--- src/rtl/hazard_stall_ctrl_pkg.sv ---
// Shared ISA field layout, opcode/aluop constants and the mult/div FSM state type
// used by the hazard and stall controller.
package proc_isa_pkg;

    localparam int OPC_HI = 31;
    localparam int OPC_LO = 27;
    localparam int RD_HI  = 26;
    localparam int RD_LO  = 22;
    localparam int RS_HI  = 21;
    localparam int RS_LO  = 17;
    localparam int RT_HI  = 16;
    localparam int RT_LO  = 12;
    localparam int ALU_HI = 6;
    localparam int ALU_LO = 2;

    localparam logic [4:0] OP_R    = 5'b00000;
    localparam logic [4:0] OP_ADDI = 5'b00101;
    localparam logic [4:0] OP_LW   = 5'b01000;
    localparam logic [4:0] OP_SW   = 5'b00111;
    localparam logic [4:0] OP_BNE  = 5'b00010;
    localparam logic [4:0] OP_BLT  = 5'b00110;
    localparam logic [4:0] OP_JR   = 5'b00100;

    localparam logic [4:0] ALU_MULT = 5'b00110;
    localparam logic [4:0] ALU_DIV  = 5'b00111;

    typedef enum logic [1:0] {
        MD_IDLE  = 2'd0,
        MD_BUSY  = 2'd1,
        MD_DRAIN = 2'd2
    } md_state_e;

    function automatic logic [4:0] f_opcode(input logic [31:0] ir);
        return ir[OPC_HI:OPC_LO];
    endfunction

    function automatic logic [4:0] f_rd(input logic [31:0] ir);
        return ir[RD_HI:RD_LO];
    endfunction

    function automatic logic [4:0] f_rs(input logic [31:0] ir);
        return ir[RS_HI:RS_LO];
    endfunction

    function automatic logic [4:0] f_rt(input logic [31:0] ir);
        return ir[RT_HI:RT_LO];
    endfunction

    function automatic logic [4:0] f_aluop(input logic [31:0] ir);
        return ir[ALU_HI:ALU_LO];
    endfunction

    function automatic logic is_mult(input logic [31:0] ir);
        return (f_opcode(ir) == OP_R) && (f_aluop(ir) == ALU_MULT);
    endfunction

    function automatic logic is_div(input logic [31:0] ir);
        return (f_opcode(ir) == OP_R) && (f_aluop(ir) == ALU_DIV);
    endfunction

    function automatic logic is_lw(input logic [31:0] ir);
        return f_opcode(ir) == OP_LW;
    endfunction

endpackage

--- src/rtl/hazard_stall_ctrl_if.sv ---
// Pipeline-side bundle of the hazard/stall controller: instruction words in,
// stall/bubble/mult-div control and performance counters out.
interface hazard_stall_ctrl_if #(
    parameter int CNT_W = 32
);

    logic [31:0]      fd_ir;
    logic [31:0]      dx_ir;
    logic             md_ready;
    logic             cnt_clear;
    logic             stall;
    logic             ld_bubble;
    logic             md_start_mult;
    logic             md_start_div;
    logic             md_busy;
    logic             md_error;
    logic [CNT_W-1:0] stall_cycles;
    logic [CNT_W-1:0] md_ops;

    modport master (
        output fd_ir, dx_ir, md_ready, cnt_clear,
        input  stall, ld_bubble, md_start_mult, md_start_div, md_busy, md_error,
        input  stall_cycles, md_ops
    );

    modport slave (
        input  fd_ir, dx_ir, md_ready, cnt_clear,
        output stall, ld_bubble, md_start_mult, md_start_div, md_busy, md_error,
        output stall_cycles, md_ops
    );

endinterface

--- src/rtl/hazard_stall_ctrl_src_reg_decode.sv ---
// Source-register decode of one instruction: which register fields it reads,
// with register 0 already masked out so a valid bit alone means "can hazard".
module src_reg_decode
    import proc_isa_pkg::*;
#(
    parameter int STORE_DATA_BYPASS = 1
) (
    input  logic [31:0] ir_i,
    output logic        src_a_vld_o,
    output logic [4:0]  src_a_o,
    output logic        src_b_vld_o,
    output logic [4:0]  src_b_o,
    output logic        src_d_vld_o,
    output logic [4:0]  src_d_o
);

    logic [4:0] opc_s;
    logic [4:0] rd_s;
    logic [4:0] rs_s;
    logic [4:0] rt_s;
    logic       use_a_s;
    logic       use_b_s;
    logic       use_d_s;
    logic [4:0] addr_a_s;
    logic [4:0] addr_b_s;

    assign opc_s = f_opcode(ir_i);
    assign rd_s  = f_rd(ir_i);
    assign rs_s  = f_rs(ir_i);
    assign rt_s  = f_rt(ir_i);

    // Per-opcode read ports; branches and jr read the rd field as a source.
    always_comb begin
        use_a_s  = 1'b0;
        use_b_s  = 1'b0;
        use_d_s  = 1'b0;
        addr_a_s = rs_s;
        addr_b_s = rt_s;
        case (opc_s)
            OP_R: begin
                use_a_s = 1'b1;
                use_b_s = 1'b1;
            end
            OP_ADDI, OP_LW: begin
                use_a_s = 1'b1;
            end
            OP_SW: begin
                use_a_s = 1'b1;
                use_d_s = (STORE_DATA_BYPASS == 0);
            end
            OP_BNE, OP_BLT: begin
                use_a_s  = 1'b1;
                use_b_s  = 1'b1;
                addr_b_s = rd_s;
            end
            OP_JR: begin
                use_a_s  = 1'b1;
                addr_a_s = rd_s;
            end
            default: begin
                use_a_s = 1'b0;
                use_b_s = 1'b0;
                use_d_s = 1'b0;
            end
        endcase
    end

    assign src_a_o     = addr_a_s;
    assign src_b_o     = addr_b_s;
    assign src_d_o     = rd_s;
    assign src_a_vld_o = use_a_s && (addr_a_s != 5'd0);
    assign src_b_vld_o = use_b_s && (addr_b_s != 5'd0);
    assign src_d_vld_o = use_d_s && (rd_s != 5'd0);

endmodule

--- src/rtl/hazard_stall_ctrl.sv ---
// Load-use hazard detection and mult/div sequencing between the F/D and D/X
// latches, with saturating stall-cycle and completed-op counters.
module hazard_stall_ctrl #(
    parameter int MD_TIMEOUT        = 64,
    parameter int CNT_W             = 32,
    parameter int STORE_DATA_BYPASS = 1
) (
    input  logic               clock,
    input  logic               reset_n,
    hazard_stall_ctrl_if.slave bus
);

    import proc_isa_pkg::*;

    localparam int               TMR_W   = $clog2(MD_TIMEOUT + 1);
    localparam logic [TMR_W-1:0] TMR_MAX = TMR_W'(MD_TIMEOUT);
    localparam logic [TMR_W-1:0] TMR_ONE = TMR_W'(1);
    localparam logic [CNT_W-1:0] CNT_MAX = {CNT_W{1'b1}};
    localparam logic [CNT_W-1:0] CNT_ONE = CNT_W'(1);

    md_state_e        state_q;
    md_state_e        state_d;
    logic [TMR_W-1:0] timer_q;
    logic [TMR_W-1:0] timer_d;
    logic             md_error_q;
    logic             md_error_d;
    logic [CNT_W-1:0] stall_cycles_q;
    logic [CNT_W-1:0] stall_cycles_d;
    logic [CNT_W-1:0] md_ops_q;
    logic [CNT_W-1:0] md_ops_d;

    logic             src_a_vld_s;
    logic [4:0]       src_a_s;
    logic             src_b_vld_s;
    logic [4:0]       src_b_s;
    logic             src_d_vld_s;
    logic [4:0]       src_d_s;

    logic             dx_lw_s;
    logic             dx_mult_s;
    logic             dx_div_s;
    logic [4:0]       dx_rd_s;
    logic             load_use_s;
    logic             start_mult_s;
    logic             start_div_s;
    logic             md_stall_s;
    logic             md_done_s;
    logic             md_abort_s;
    logic             stall_s;

    src_reg_decode #(
        .STORE_DATA_BYPASS (STORE_DATA_BYPASS)
    ) u_fd_src (
        .ir_i        (bus.fd_ir),
        .src_a_vld_o (src_a_vld_s),
        .src_a_o     (src_a_s),
        .src_b_vld_o (src_b_vld_s),
        .src_b_o     (src_b_s),
        .src_d_vld_o (src_d_vld_s),
        .src_d_o     (src_d_s)
    );

    assign dx_lw_s   = is_lw(bus.dx_ir);
    assign dx_mult_s = is_mult(bus.dx_ir);
    assign dx_div_s  = is_div(bus.dx_ir);
    assign dx_rd_s   = f_rd(bus.dx_ir);

    // Load-use: an in-flight lw writing a register the F/D instruction reads.
    always_comb begin
        load_use_s = 1'b0;
        if (dx_lw_s && (dx_rd_s != 5'd0)) begin
            load_use_s = (src_a_vld_s && (src_a_s == dx_rd_s))
                      || (src_b_vld_s && (src_b_s == dx_rd_s))
                      || (src_d_vld_s && (src_d_s == dx_rd_s));
        end else begin
            load_use_s = 1'b0;
        end
    end

    // Mult/div sequencing: start pulse, bounded wait for ready, one-cycle drain after abort.
    always_comb begin
        state_d      = state_q;
        timer_d      = timer_q;
        start_mult_s = 1'b0;
        start_div_s  = 1'b0;
        md_stall_s   = 1'b0;
        md_done_s    = 1'b0;
        md_abort_s   = 1'b0;
        case (state_q)
            MD_IDLE: begin
                if (dx_mult_s || dx_div_s) begin
                    start_mult_s = dx_mult_s;
                    start_div_s  = dx_div_s;
                    md_stall_s   = 1'b1;
                    timer_d      = TMR_ONE;
                    state_d      = MD_BUSY;
                end else begin
                    state_d = MD_IDLE;
                end
            end
            MD_BUSY: begin
                // A ready arriving on the timeout cycle still completes the op.
                if (bus.md_ready) begin
                    md_done_s = 1'b1;
                    timer_d   = '0;
                    state_d   = MD_IDLE;
                end else if (timer_q == TMR_MAX) begin
                    md_abort_s = 1'b1;
                    timer_d    = '0;
                    state_d    = MD_DRAIN;
                end else begin
                    md_stall_s = 1'b1;
                    timer_d    = timer_q + TMR_ONE;
                end
            end
            MD_DRAIN: begin
                timer_d = '0;
                state_d = MD_IDLE;
            end
            default: begin
                timer_d = '0;
                state_d = MD_IDLE;
            end
        endcase
    end

    assign stall_s    = load_use_s | md_stall_s;
    assign md_error_d = md_error_q | md_abort_s;

    // Saturating counters; a clear in the same cycle as an event wins.
    always_comb begin
        if (bus.cnt_clear) begin
            stall_cycles_d = '0;
            md_ops_d       = '0;
        end else begin
            if (stall_s && (stall_cycles_q != CNT_MAX)) begin
                stall_cycles_d = stall_cycles_q + CNT_ONE;
            end else begin
                stall_cycles_d = stall_cycles_q;
            end
            if (md_done_s && (md_ops_q != CNT_MAX)) begin
                md_ops_d = md_ops_q + CNT_ONE;
            end else begin
                md_ops_d = md_ops_q;
            end
        end
    end

    // State, timer, sticky error and counter registers.
    always_ff @(posedge clock or negedge reset_n) begin
        if (!reset_n) begin
            state_q        <= MD_IDLE;
            timer_q        <= '0;
            md_error_q     <= 1'b0;
            stall_cycles_q <= '0;
            md_ops_q       <= '0;
        end else begin
            state_q        <= state_d;
            timer_q        <= timer_d;
            md_error_q     <= md_error_d;
            stall_cycles_q <= stall_cycles_d;
            md_ops_q       <= md_ops_d;
        end
    end

    assign bus.stall         = stall_s;
    assign bus.ld_bubble     = load_use_s;
    assign bus.md_start_mult = start_mult_s;
    assign bus.md_start_div  = start_div_s;
    assign bus.md_busy       = (state_q == MD_BUSY);
    assign bus.md_error      = md_error_q;
    assign bus.stall_cycles  = stall_cycles_q;
    assign bus.md_ops        = md_ops_q;

endmodule

--- src/flat_wrapper.sv ---
// flat-port wrapper written by rule: the top's interface ports become plain ports
module hazard_stall_ctrl_flat import proc_isa_pkg::*;
#(
    parameter int MD_TIMEOUT        = 64,
    parameter int CNT_W             = 32,
    parameter int STORE_DATA_BYPASS = 1
)
  (clock, reset_n, bus_fd_ir, bus_dx_ir, bus_md_ready, bus_cnt_clear, bus_stall, bus_ld_bubble, bus_md_start_mult, bus_md_start_div, bus_md_busy, bus_md_error, bus_stall_cycles, bus_md_ops);
  hazard_stall_ctrl_if #(.CNT_W(CNT_W)) bus_i ();
  input  logic clock;
  input  logic reset_n;
  input wire logic [$bits(bus_i.fd_ir)-1:0] bus_fd_ir;
  input wire logic [$bits(bus_i.dx_ir)-1:0] bus_dx_ir;
  input wire logic [$bits(bus_i.md_ready)-1:0] bus_md_ready;
  input wire logic [$bits(bus_i.cnt_clear)-1:0] bus_cnt_clear;
  output wire logic [$bits(bus_i.stall)-1:0] bus_stall;
  output wire logic [$bits(bus_i.ld_bubble)-1:0] bus_ld_bubble;
  output wire logic [$bits(bus_i.md_start_mult)-1:0] bus_md_start_mult;
  output wire logic [$bits(bus_i.md_start_div)-1:0] bus_md_start_div;
  output wire logic [$bits(bus_i.md_busy)-1:0] bus_md_busy;
  output wire logic [$bits(bus_i.md_error)-1:0] bus_md_error;
  output wire logic [$bits(bus_i.stall_cycles)-1:0] bus_stall_cycles;
  output wire logic [$bits(bus_i.md_ops)-1:0] bus_md_ops;
  assign bus_i.fd_ir = bus_fd_ir;
  assign bus_i.dx_ir = bus_dx_ir;
  assign bus_i.md_ready = bus_md_ready;
  assign bus_i.cnt_clear = bus_cnt_clear;
  assign bus_stall = bus_i.stall;
  assign bus_ld_bubble = bus_i.ld_bubble;
  assign bus_md_start_mult = bus_i.md_start_mult;
  assign bus_md_start_div = bus_i.md_start_div;
  assign bus_md_busy = bus_i.md_busy;
  assign bus_md_error = bus_i.md_error;
  assign bus_stall_cycles = bus_i.stall_cycles;
  assign bus_md_ops = bus_i.md_ops;
  hazard_stall_ctrl #(.MD_TIMEOUT(MD_TIMEOUT), .CNT_W(CNT_W), .STORE_DATA_BYPASS(STORE_DATA_BYPASS)) u_core (.clock(clock), .reset_n(reset_n), .bus(bus_i));
endmodule
--- config.mk ---
export PLATFORM = sky130hd
export DESIGN_NAME = hazard_stall_ctrl_flat
export DESIGN_NICKNAME = d
export VERILOG_FILES = /design/src/rtl/hazard_stall_ctrl_pkg.sv /design/src/rtl/hazard_stall_ctrl_if.sv /design/src/rtl/hazard_stall_ctrl_src_reg_decode.sv /design/src/rtl/hazard_stall_ctrl.sv /design/src/flat_wrapper.sv
export SDC_FILE = /design/constraint.sdc
export NUM_CORES = 1
export LEC_CHECK = 0
export CORE_MARGIN = 3
export CORE_UTILIZATION = 45
export DETAILED_ROUTE_END_ITERATION = 16
export PLACE_DENSITY_LB_ADDON = 0.3
export SLEW_MARGIN = 0
export SYNTH_ARGS = -nofsm -noshare
export SYNTH_HDL_FRONTEND = slang
export SYNTH_SLANG_ARGS = --single-unit
--- constraint.sdc ---
create_clock -name clock -period 3.3 [get_ports clock]
set_input_delay 0.495 -clock clock [delete_from_list [all_inputs] [get_ports clock]]
set_output_delay 0.495 -clock clock [all_outputs]
set_load 0.01 [all_outputs]
After elaboration in Yosys (flattened, before gate mapping)
Cells that the tools add are included.
{"block": "word_totals", "ff_bits": 74, "wordCells": 79, "input_bits": 68, "out_inout_bits": 70}
{"block": "op_classes", "reduce_logical": 22, "add_sub_neg": 3, "n_mux": 30, "n_eq_ne": 17, "bitwise": 2}
{"op": "$mux 32", "count": 4}
{"op": "$add 32x1->32 const B", "count": 2}
{"op": "$ne 32x32->1 const B", "count": 2}
{"op": "$eq 5x3->1 const B", "count": 6}
{"op": "$mux 7", "count": 3}
{"op": "$mux 1", "count": 16}
{"op": "$reduce_bool 5->1", "count": 3}
{"op": "$pmux 7 s2", "count": 1}
{"op": "$eq 5x4->1 const B", "count": 2}
{"op": "$eq 5x5->1", "count": 2}
{"op": "$logic_not 5->1", "count": 2}
{"op": "$mux 5", "count": 2}
{"op": "$logic_and 1x1->1", "count": 9}
{"op": "$add 7x1->7 const B", "count": 1}
{"op": "$eq 7x7->1 const B", "count": 1}
{"op": "$reduce_or 7->1", "count": 1}
{"op": "$eq 5x2->1 const B", "count": 1}
{"op": "$mux 2", "count": 2}
{"op": "$pmux 2 s2", "count": 1}
{"op": "$reduce_bool 2->1", "count": 2}
{"op": "$ne 3x2->1 const B", "count": 1}
{"op": "$reduce_or 3->1", "count": 1}
{"op": "$eq 2x1->1 const B", "count": 1}
{"op": "$logic_not 2->1", "count": 1}
{"op": "5 further kinds", "count": 7}

Longest topological paths before layout
Gate-level depths: netlist of run 1.
{"block": "depth", "depth_word": 12, "mapped_depth": 11, "depth_no_buf": 9}

By module
A second synthesis of run 1 with hierarchy kept.
{"block": "unflattened", "cells_unflattened": 501, "area_unflattened_um2": 4571.9}
{"module": "hazard_stall_ctrl", "area_per_inst_um2": 4271.6, "cells_per_inst": 465, "seq_area_each_um2": 1851.8, "n_inst": 1}
{"module": "src_reg_decode", "area_per_inst_um2": 300.3, "cells_per_inst": 36, "seq_area_each_um2": 0.0, "n_inst": 1}

Worst setup path after synthesis of run 1
No wires, ideal clock.
{"block": "synth_path", "kind": "input -> register", "from": "input port bus_fd_ir[28]", "to": "register u_core.stall_cycles_q[6], in the netlist u_core.bus.stall_cycles[6]", "path_buffers": 2, "slack_ps": 604, "required_time_ps": 3175, "setup_time_ps": 125, "path_stages": 10, "arrival_time_ps": 2571, "path_cell_list": "buf_6 -> or4b_4 -> nand2_1 -> o22ai_1 -> nor4b_2 -> nand4_1 -> and2_4 -> buf_6 -> nor4b_1 -> mux2_2"}
{"block": "synth_via", "elab_chain_cells": 11, "elab_cells_between_ends": 27, "cone_classes": "eq/ne: 8; mux: 5; bitwise: 1; reduce/logical: 13"}
{"element": "from (decl)", "line_no": "flat_wrapper.sv:12", "rtl": "input wire logic [$bits(bus_i.fd_ir)-1:0] bus_fd_ir;"}
{"element": "$eq 5x2->1 or $eq 5x3->1 (tied branches)", "line_no": "hazard_stall_ctrl_src_reg_decode.sv:39", "rtl": "case (opc_s)"}
{"element": "$reduce_or 2->1"}
{"element": "$mux 5", "line_no": "hazard_stall_ctrl_src_reg_decode.sv:39"}
{"element": "$reduce_bool 5->1", "line_no": "hazard_stall_ctrl_src_reg_decode.sv:72", "rtl": "assign src_b_vld_o = use_b_s && (addr_b_s != 5'd0);"}
{"element": "$logic_and 1x1->1", "line_no": "hazard_stall_ctrl_src_reg_decode.sv:72"}
{"element": "$logic_and 1x1->1", "line_no": "hazard_stall_ctrl.sv:73", "rtl": "|| (src_b_vld_s && (src_b_s == dx_rd_s))"}
{"element": "$logic_or 1x1->1 (*)", "line_no": "hazard_stall_ctrl.sv:73"}
{"element": "$mux 1 (*)", "line_no": "hazard_stall_ctrl.sv:71", "rtl": "if (dx_lw_s && (dx_rd_s != 5'd0)) begin"}
{"element": "$or 1x1->1 (*)", "line_no": "hazard_stall_ctrl.sv:127", "rtl": "assign stall_s = load_use_s | md_stall_s;"}
{"element": "$logic_and 1x1->1 (*)", "line_no": "hazard_stall_ctrl.sv:136", "rtl": "if (stall_s && (stall_cycles_q != CNT_MAX)) begin"}
{"element": "$reduce_bool 2->1 (no line) (*)"}
{"element": "to (signal assigned)", "line_no": "hazard_stall_ctrl.sv:161", "rtl": "stall_cycles_q <= stall_cycles_d;"}
{"element": "to (decl)", "line_no": "hazard_stall_ctrl.sv:27", "rtl": "logic [CNT_W-1:0] stall_cycles_q;"}
Mark *: on every way between the ends. The rest lies on a longest branch, timed or not.
A chain may end at the register's enable or synchronous reset.

Worst setup path after layout of run 1
{"block": "layout_path", "from": "input port bus_dx_ir[31]", "to": "output port bus_stall"}
{"block": "layout_via", "elab_chain_cells": 6, "elab_cells_between_ends": 10, "cone_classes": "eq/ne: 1; mux: 3; bitwise: 1; reduce/logical: 5"}
{"element": "from (decl)", "line_no": "flat_wrapper.sv:13", "rtl": "input wire logic [$bits(bus_i.dx_ir)-1:0] bus_dx_ir;"}
{"element": "$logic_not 5->1", "line_no": "hazard_stall_ctrl_pkg.sv:54, hazard_stall_ctrl_pkg.sv:58"}
{"element": "$logic_and 1x1->1 (on tied branches)", "line_no": "hazard_stall_ctrl_pkg.sv:54, hazard_stall_ctrl_pkg.sv:58"}
{"element": "$logic_or 1x1->1", "line_no": "hazard_stall_ctrl.sv:91", "rtl": "if (dx_mult_s || dx_div_s) begin"}
{"element": "$mux 1", "line_no": "hazard_stall_ctrl.sv:91"}
{"element": "$pmux 1 s2", "line_no": "hazard_stall_ctrl.sv:89", "rtl": "case (state_q)"}
{"element": "$or 1x1->1 (*)", "line_no": "hazard_stall_ctrl.sv:127"}
{"element": "to (decl)", "line_no": "flat_wrapper.sv:16", "rtl": "output wire logic [$bits(bus_i.stall)-1:0] bus_stall;"}
Marks and branches as above.

==> results of run 1 <==
layout by cell type, fill, tap and decap left out, types with 4 or more instances in the layout:
cell type / netlist / layout
xnor2_1: 11 / 11
dlymetal6s2s_1: 0 / 9
or3_1: 28 / 28
xor2_1: 22 / 22
and4_1: 5 / 5
or4_1: 6 / 5
nor2b_1: 8 / 8
nor2_1: 50 / 50
nand2_1: 32 / 31
and2_1: 6 / 6
nor3_1: 6 / 6
ha_1: 4 / 4
clkbuf_8: 0 / 9
a21oi_1: 38 / 37
and3_1: 17 / 17
nor4_1: 6 / 6
buf_4: 0 / 35
dfrtp_1: 74 / 74
nand2b_1: 6 / 6
o21ai_0: 42 / 42
nand4_1: 21 / 21
clkdlybuf4s50_1: 0 / 90
mux2_2: 5 / 5
nand3_1: 32 / 32
inv_1: 11 / 9
o31ai_1: 6 / 6
through the flow:
stage	hold WS [ns]	instance area [um2]	TNS, ns
6_report	0.269	6070	0
5_1_grt	0.347	6070	-0.0868
4_1_cts	0.323	6000	0
3_5_place_dp	0.459	5750	-3.41
3_3_place_gp	0.459	5750	-1.34
2_1_floorplan	0.199	4380	0
flip-flops by register name, summed over array words and instances (netlist names):
signal and flops:
u_core.bus.md_error 1, u_core.bus.md_ops 32, u_core.bus.stall_cycles 32, u_core.state_q 2
u_core.timer_q 7
metal layers:
layer | share of wire, % | up-vias
met4 | 2.4 | 0
met5 | 0 | -
met2 | 50 | 127
met3 | 5.0 | 22
met1 | 42 | 2066
li1 | - | 2081
power groups by stage:
stage	Clock, mW	Sequential [mW]	Combinational (mW)
after global routing	0.787	0.912	0.177
after detailed placement	0	0.930	0.157
after global placement	0	0.930	0.154
final	0.716	0.912	0.161
after CTS	0.735	0.912	0.156
after floorplan	0	0.930	0.0546
critical path, delay by kind of cell:
kind | cells | cell delay (ns)
AND/OR/NAND/NOR | 4 | 1.10
AO/OA/AOI/OAI | 2 | 0.42
buffers and inverters | 3 | 0.74
path summary, 6_finish.rpt:
path / start / end / slack, ns / cells after the start
setup / recovery: bus_dx_ir[31] / bus_stall / 0.05 / 9
hold / removal: reset_n / u_core.bus.stall_cycles[26]$_DFFE_PN0P_ / 0.27 / 1
setup reg to reg: u_core.bus.stall_cycles[11]$_DFFE_PN0P_ / u_core.bus.stall_cycles[17]$_DFFE_PN0P_ / 0.54 / 8
hold reg to reg: u_core.timer_q[6]$_DFFE_PN0P_ / u_core.timer_q[6]$_DFFE_PN0P_ / 0.49 / 1
max in group asynchronous: reset_n / u_core.timer_q[0]$_DFFE_PN0P_ / 2.41 / 1
min in group clock: u_core.timer_q[6]$_DFFE_PN0P_ / u_core.timer_q[6]$_DFFE_PN0P_ / 0.49 / 1
kinds of logic (layout without fill, tap and decap cells):
| group | Yosys count | in the layout | synth area share [%] |
|---|---|---|---|
| simple gates | 245 | 245 | 31.8 |
| mux | 7 | 7 | 1.74 |
| flops | 74 | 74 | 42.3 |
| fa+ha+maj | 4 | 4 | 1.14 |
| buf+inv | 30 | 172 | 3.17 |
| compound gates | 103 | 103 | 13.3 |
| xor+xnor | 33 | 33 | 6.60 |
timing repair:
item                       in CTS  in global routing
gates resized for setup         8                 23
setup endpoints to repair       2                  2
buffers inserted                8                  3
pin swaps                       4                  9
final cells by class:
class                           instances  area [um2]  share of cell area, %
Multi-Input combinational cell        392        2420                   39.9
Timing Repair Buffer                  145        1390                   22.9
Inverter                               11        41.3                  0.680
Clock inverter                          7        77.6                   1.28
Tap cell                              129         161                   2.66
Clock buffer                            9         124                   2.04
Sequential cell                        74        1850                   30.5
==> impl_results.md, run 1 <==
* Syn_area_per_cell at 8.83 um2
* Core Area at 9370 um2
* Synthesized flop and latch total at 74
* Setup Skew at 0.0110 ns
* Total CTS buffers at 9
* Fillers at 795
* Layout cell share with drive strength beyond 1 at 13.0%
* Main area contributors after synthesis: dfrtp_1 (42%), o21ai_0 (4.8%), xor2_1 (4.4%)
* Final wirelength at 11700 um
* # setup viols final at 0
* Ys Warns at 0
* Placed Cells at 740
* Slowest Stage Delay on Critical Path at 0.48 ns
* Power Total at 1.79 mW
* Gpl congestion at 0.927
* Mapped cell area at 4380 um2
* Total gr overflow at 0
* Die area at 11000 um2
* Crit path launch type: input port
* Clock Tree Buf Depth at 2
* Layout Cells excl Fill at 767
* Max IR drop VDD at 212 uV
* Power share of the combinational group at 9.0%
* Antenna diode count at 0
* GRT Overall Usage at 22.0%
* Via count at 4296
* Die H at 105 um
* Number of DRC markers in iteration 0 at 195
* EDFF count, synth at 0
* H-tree depth at 3
* Fin crit share at 98.6%
* Critical Path AT at 2.76 ns
* Detailed Place HPWL at 8380 um
* Place WS at -0.279 ns
* Crit Path Max Fanout at 2
* Initial antenna violation count at 0
* Slew Limit Fails at 0
* Worst Slack Setup Final at 0.0454 ns
* Remaining DRCs at 0
* Global-route wire length before repair at 20300 um
* TritonCTS clock tree: built
* Final hold vios at 0
* Area share of the largest cell type after synthesis at 42.3%
* Final nets at 705
* Synth cell count leaders: dfrtp_1 (74), nor2_1 (50), o21ai_0 (42)
* Leak pwr at 2.51 nW
* Worst-margin pin slew at 0.930 ns
* Setup crit end kind: output port
* Busiest metal layer after global routing: met2
* FFs w/ async S/R, synth at 100%
* DRT antenna net count at 0
* DR vias/cell at 5.60
* Pint at 1.34 mW
* Sequential Power Share at 51.0%
* Initial Util at 46.7%
* WL per Instance at 15.3 um
* Hold Crit Class: in2async
* Hold Buf Count CTS at 0
* Synth Flop Type: dfrtp_1
* CP max stage cell: nor4_1
* Min cycle time layout at 3.25 ns
* Largest net degree at the start of global routing at 75
* Synth Instances at 496
* Sw Pwr at 0.447 mW
* Pwr/cell area at 295 nW/um2
* Die width at 105 um
* Area grow syn2layout at 38.6%
* Status: finished clean
* Met3 usage at 4.08%
* Clock share of power at 40.0%
* Yosys cell types at 57
* Vias in the first global route at 4212
* Pre-Repair DR Iteration Count at 4
* CTS clock-pin slew for the worst setup and hold paths at 0.08 ns
* Fmax achieved at 307 MHz
* PortBufs at 108
* Final core occ at 64.8%
* Max Cap Violations at 0
* Max transition margin at 38.0%
* CTS Root Cell: clkbuf_8
* I/O pin cnt at 138
* Sequential cell area fraction in the yosys report at 42.3%
* Most common cell in the synthesized netlist: dfrtp_1
* Leading area contributor after synthesis: dfrtp_1
* CP Cell Sequence: clkdlybuf4s50_1, nor4_1, nor4b_4, nand2b_1, a21oi_1, a31oi_1, and2_4, inv_1, dlygate4sd2_1
* Path type of the worst setup path: in2out
* Worst skew pair latency at 0.35 ns
* Switching share of power at 25.0%
* TritonCTS Sinks at 74
* Met1 usage at 28.1%
* Num rows at 35
* Post-synth net total at 568
* M2 GR Usage at 37.9%
* Worst EP required at 2.80 ns
No activity file was read; power rests on OpenSTA's default activity.
==> run 2, diff against run 1 <==
HOLD_SLACK_MARGIN = 0.05   (was not set)
PLACE_DENSITY = 0.85   (was not set)
PLACE_DENSITY_LB_ADDON = not set   (was 0.3)
==> run 2 against run 1 <==
Effect of this change:
- combinational power fell by 2%
- register-to-register slack better by 0.06 ns
- clock skew is 0.00071 ns lower
- via count is 1.4% higher
- critical path depth is 1 higher
- sequential share of layout area increased by 0.73 points
- first-iteration DRC count rose by 23%
- fmax rose by 1.5%
- wire length increased by 3.1%
- global-route usage shrank 0.31 points
==> impl_results.md, run 2 (synthesis results as in run 1) <==
* Status: finished clean
* RSZ-0062 raised after global routing: no
* Final nets at 697
* Pwr/cell area at 301 nW/um2
* Core Area at 9370 um2
* Slowest Stage Delay on Critical Path at 0.54 ns
* DR vias/cell at 5.74
* Setup Skew at 0.0103 ns
* Final wirelength at 12100 um
* CP max stage cell: clkdlybuf4s50_1
* Largest net degree at the start of global routing at 51
* Layout cell share with drive strength beyond 1 at 10.3%
* Die area at 11000 um2
* Detailed Place HPWL at 8950 um
* Commonest non-fill, non-tap cell in the layout: clkdlybuf4s50_1
* Crit Path Max Fanout at 5
* TritonCTS clock tree: built
* Total CTS buffers at 9
* H-tree depth at 3
* Clock share of power at 40.1%
* Min cycle time layout at 3.21 ns
* Number of DRC markers in iteration 0 at 240
* Initial Util at 46.7%
* Setup tns final at 0 ns
* Worst path bufs/invs at 4
* Clock Tree Buf Depth at 2
* Hold Crit Class: reg2reg
* Worst hold endpoint: u_core.bus.md_error$_DFF_PN0_
* Hold_sp: u_core.bus.md_error$_DFF_PN0_
* Power Total at 1.78 mW
* Final core occ at 63.3%
* CTS Root Cell: clkbuf_8
* Setup crit end kind: output port
* WHS at 0.485 ns
* Stages on the worst setup path at 10
* Gpl congestion at 0.880
* Switching share of power at 24.9%
* Critical Path AT at 2.71 ns
* Max IR drop VDD at 183 uV
* Setup crit start: bus_fd_ir[30]
* Initial antenna violation count at 0
* Path type of the worst setup path: in2out
* PortBufs at 108
* Crit path launch type: input port
* Worst skew pair latency at 0.35 ns
* R2R Path Start: u_core.bus.md_ops[3]$_DFFE_PN0P_
* Cell family with most CP delay: buffers and inverters
* Die H at 105 um
* Worst reg-to-reg setup slack at 0.60 ns
* Num rows at 35
* Worst EP required at 2.80 ns
* Max transition margin at 40.0%
* Register Area at 1850 um2
* CTS clock-pin slew for the worst setup and hold paths at 0.08 ns
* Via count at 4357
* Sequential Power Share at 51.1%
* Final Cell Area at 5930 um2
* RR Endpoint: u_core.bus.md_ops[26]$_DFFE_PN0P_
* Remaining DRCs at 0
* Vias in the first global route at 4232
* Max Cap Violations at 0
* Power share of the combinational group at 8.8%
* Placement Cell Area at 5730 um2
* Area grow syn2layout at 35.4%
* DRT antenna net count at 0
* GRT Overall Usage at 21.7%
* Pint at 1.34 mW
* Setup Fix Bufs, Post-CTS at 0
* Slew Limit Fails at 0
* Fillers at 797
* FF-to-FF path depth at 8
* Sw Pwr at 0.445 mW
* Fin crit share at 97.2%
* Leak pwr at 2.36 nW
* Fmax achieved at 312 MHz
* TritonCTS Sinks at 74
* Total gr overflow at 0
* Pre-Repair DR Iteration Count at 5
* Final hold vios at 0
* Global-route wire length before repair at 19900 um
* WL per Instance at 15.9 um
* I/O pin cnt at 138
* Most frequent cells in the layout: clkdlybuf4s50_1 (101), dfrtp_1 (74), nor2_1 (50)
* Multi-input logic area at 2390 um2
* Hold Path Depth at 1
* Worst-margin pin slew at 0.900 ns
* # setup viols final at 0
* CP Cell Sequence: clkdlybuf4s50_1, nor3_4, buf_4, and3_1, or3_1, a21oi_1, a31oi_1, and2_4, inv_1, dlygate4sd2_1
* Antenna diode count at 0
* Die width at 105 um
## run 2: how the worst max path moves through the flow
stage | to | slack, ns
5_1_grt | bus_stall | 0.006
4_1_cts | bus_stall | 0.11
6_report | bus_stall | 0.09
3_3_place_gp | bus_stall | -0.17
3_5_place_dp | bus_stall | -0.29
2_1_floorplan | u_core.bus.stall_cycles[6]$_DFFE_PN0P_ | 0.60
## run 2: power groups by stage
stage	clock network, mW	registers (mW)	logic (mW)
floorplan	0	0.930	0.0546
global placement	0	0.930	0.151
detailed placement	0	0.930	0.156
CTS	0.732	0.912	0.157
global route	0.772	0.913	0.172
finish	0.716	0.912	0.157
## run 2: worst register-to-register path, stage by stage, from the launching register on
cell,delay (ns)
dfrtp_1,0.45
and4_4,0.30
nand4_4,0.13
or3_4,0.44
or4_4,0.58
or3_4,0.37
nor2_2,0.13
xnor2_1,0.12
nor2_1,0.05
## run 2: stage by stage
stage | instances | setup slack, ns
final | 759 | 0.0938
after global routing | 759 | 0.00633
after CTS | 759 | 0.106
after detailed placement | 742 | -0.287
after global placement | 742 | -0.174
after floorplan | 496 | 0.604
## run 2: metal layers
layer	vias to the layer above	routed length, um	global-route usage [%]
li1	2073	-	-
met1	2116	5040	26.8
met2	145	6220	37.9
met3	23	578	4.39
met4	0	228	7.50
met5	-	0	0
## run 2: what timing repair did
action	in CTS	in global routing
setup endpoints to repair	2	1
gates resized for setup	5	1
pin swaps	1	1
endpoints found under the hold margin	3	0
hold buffers	1	0
## run 2: area by class of cell
class	instances	area share [%]
multi-input cells	392	40.3
clock buffers	9	2.09
flip-flops and latches	74	31.2
inverters	11	0.696
clock inverters	7	1.31
repair buffers	137	21.7
well taps	129	2.72
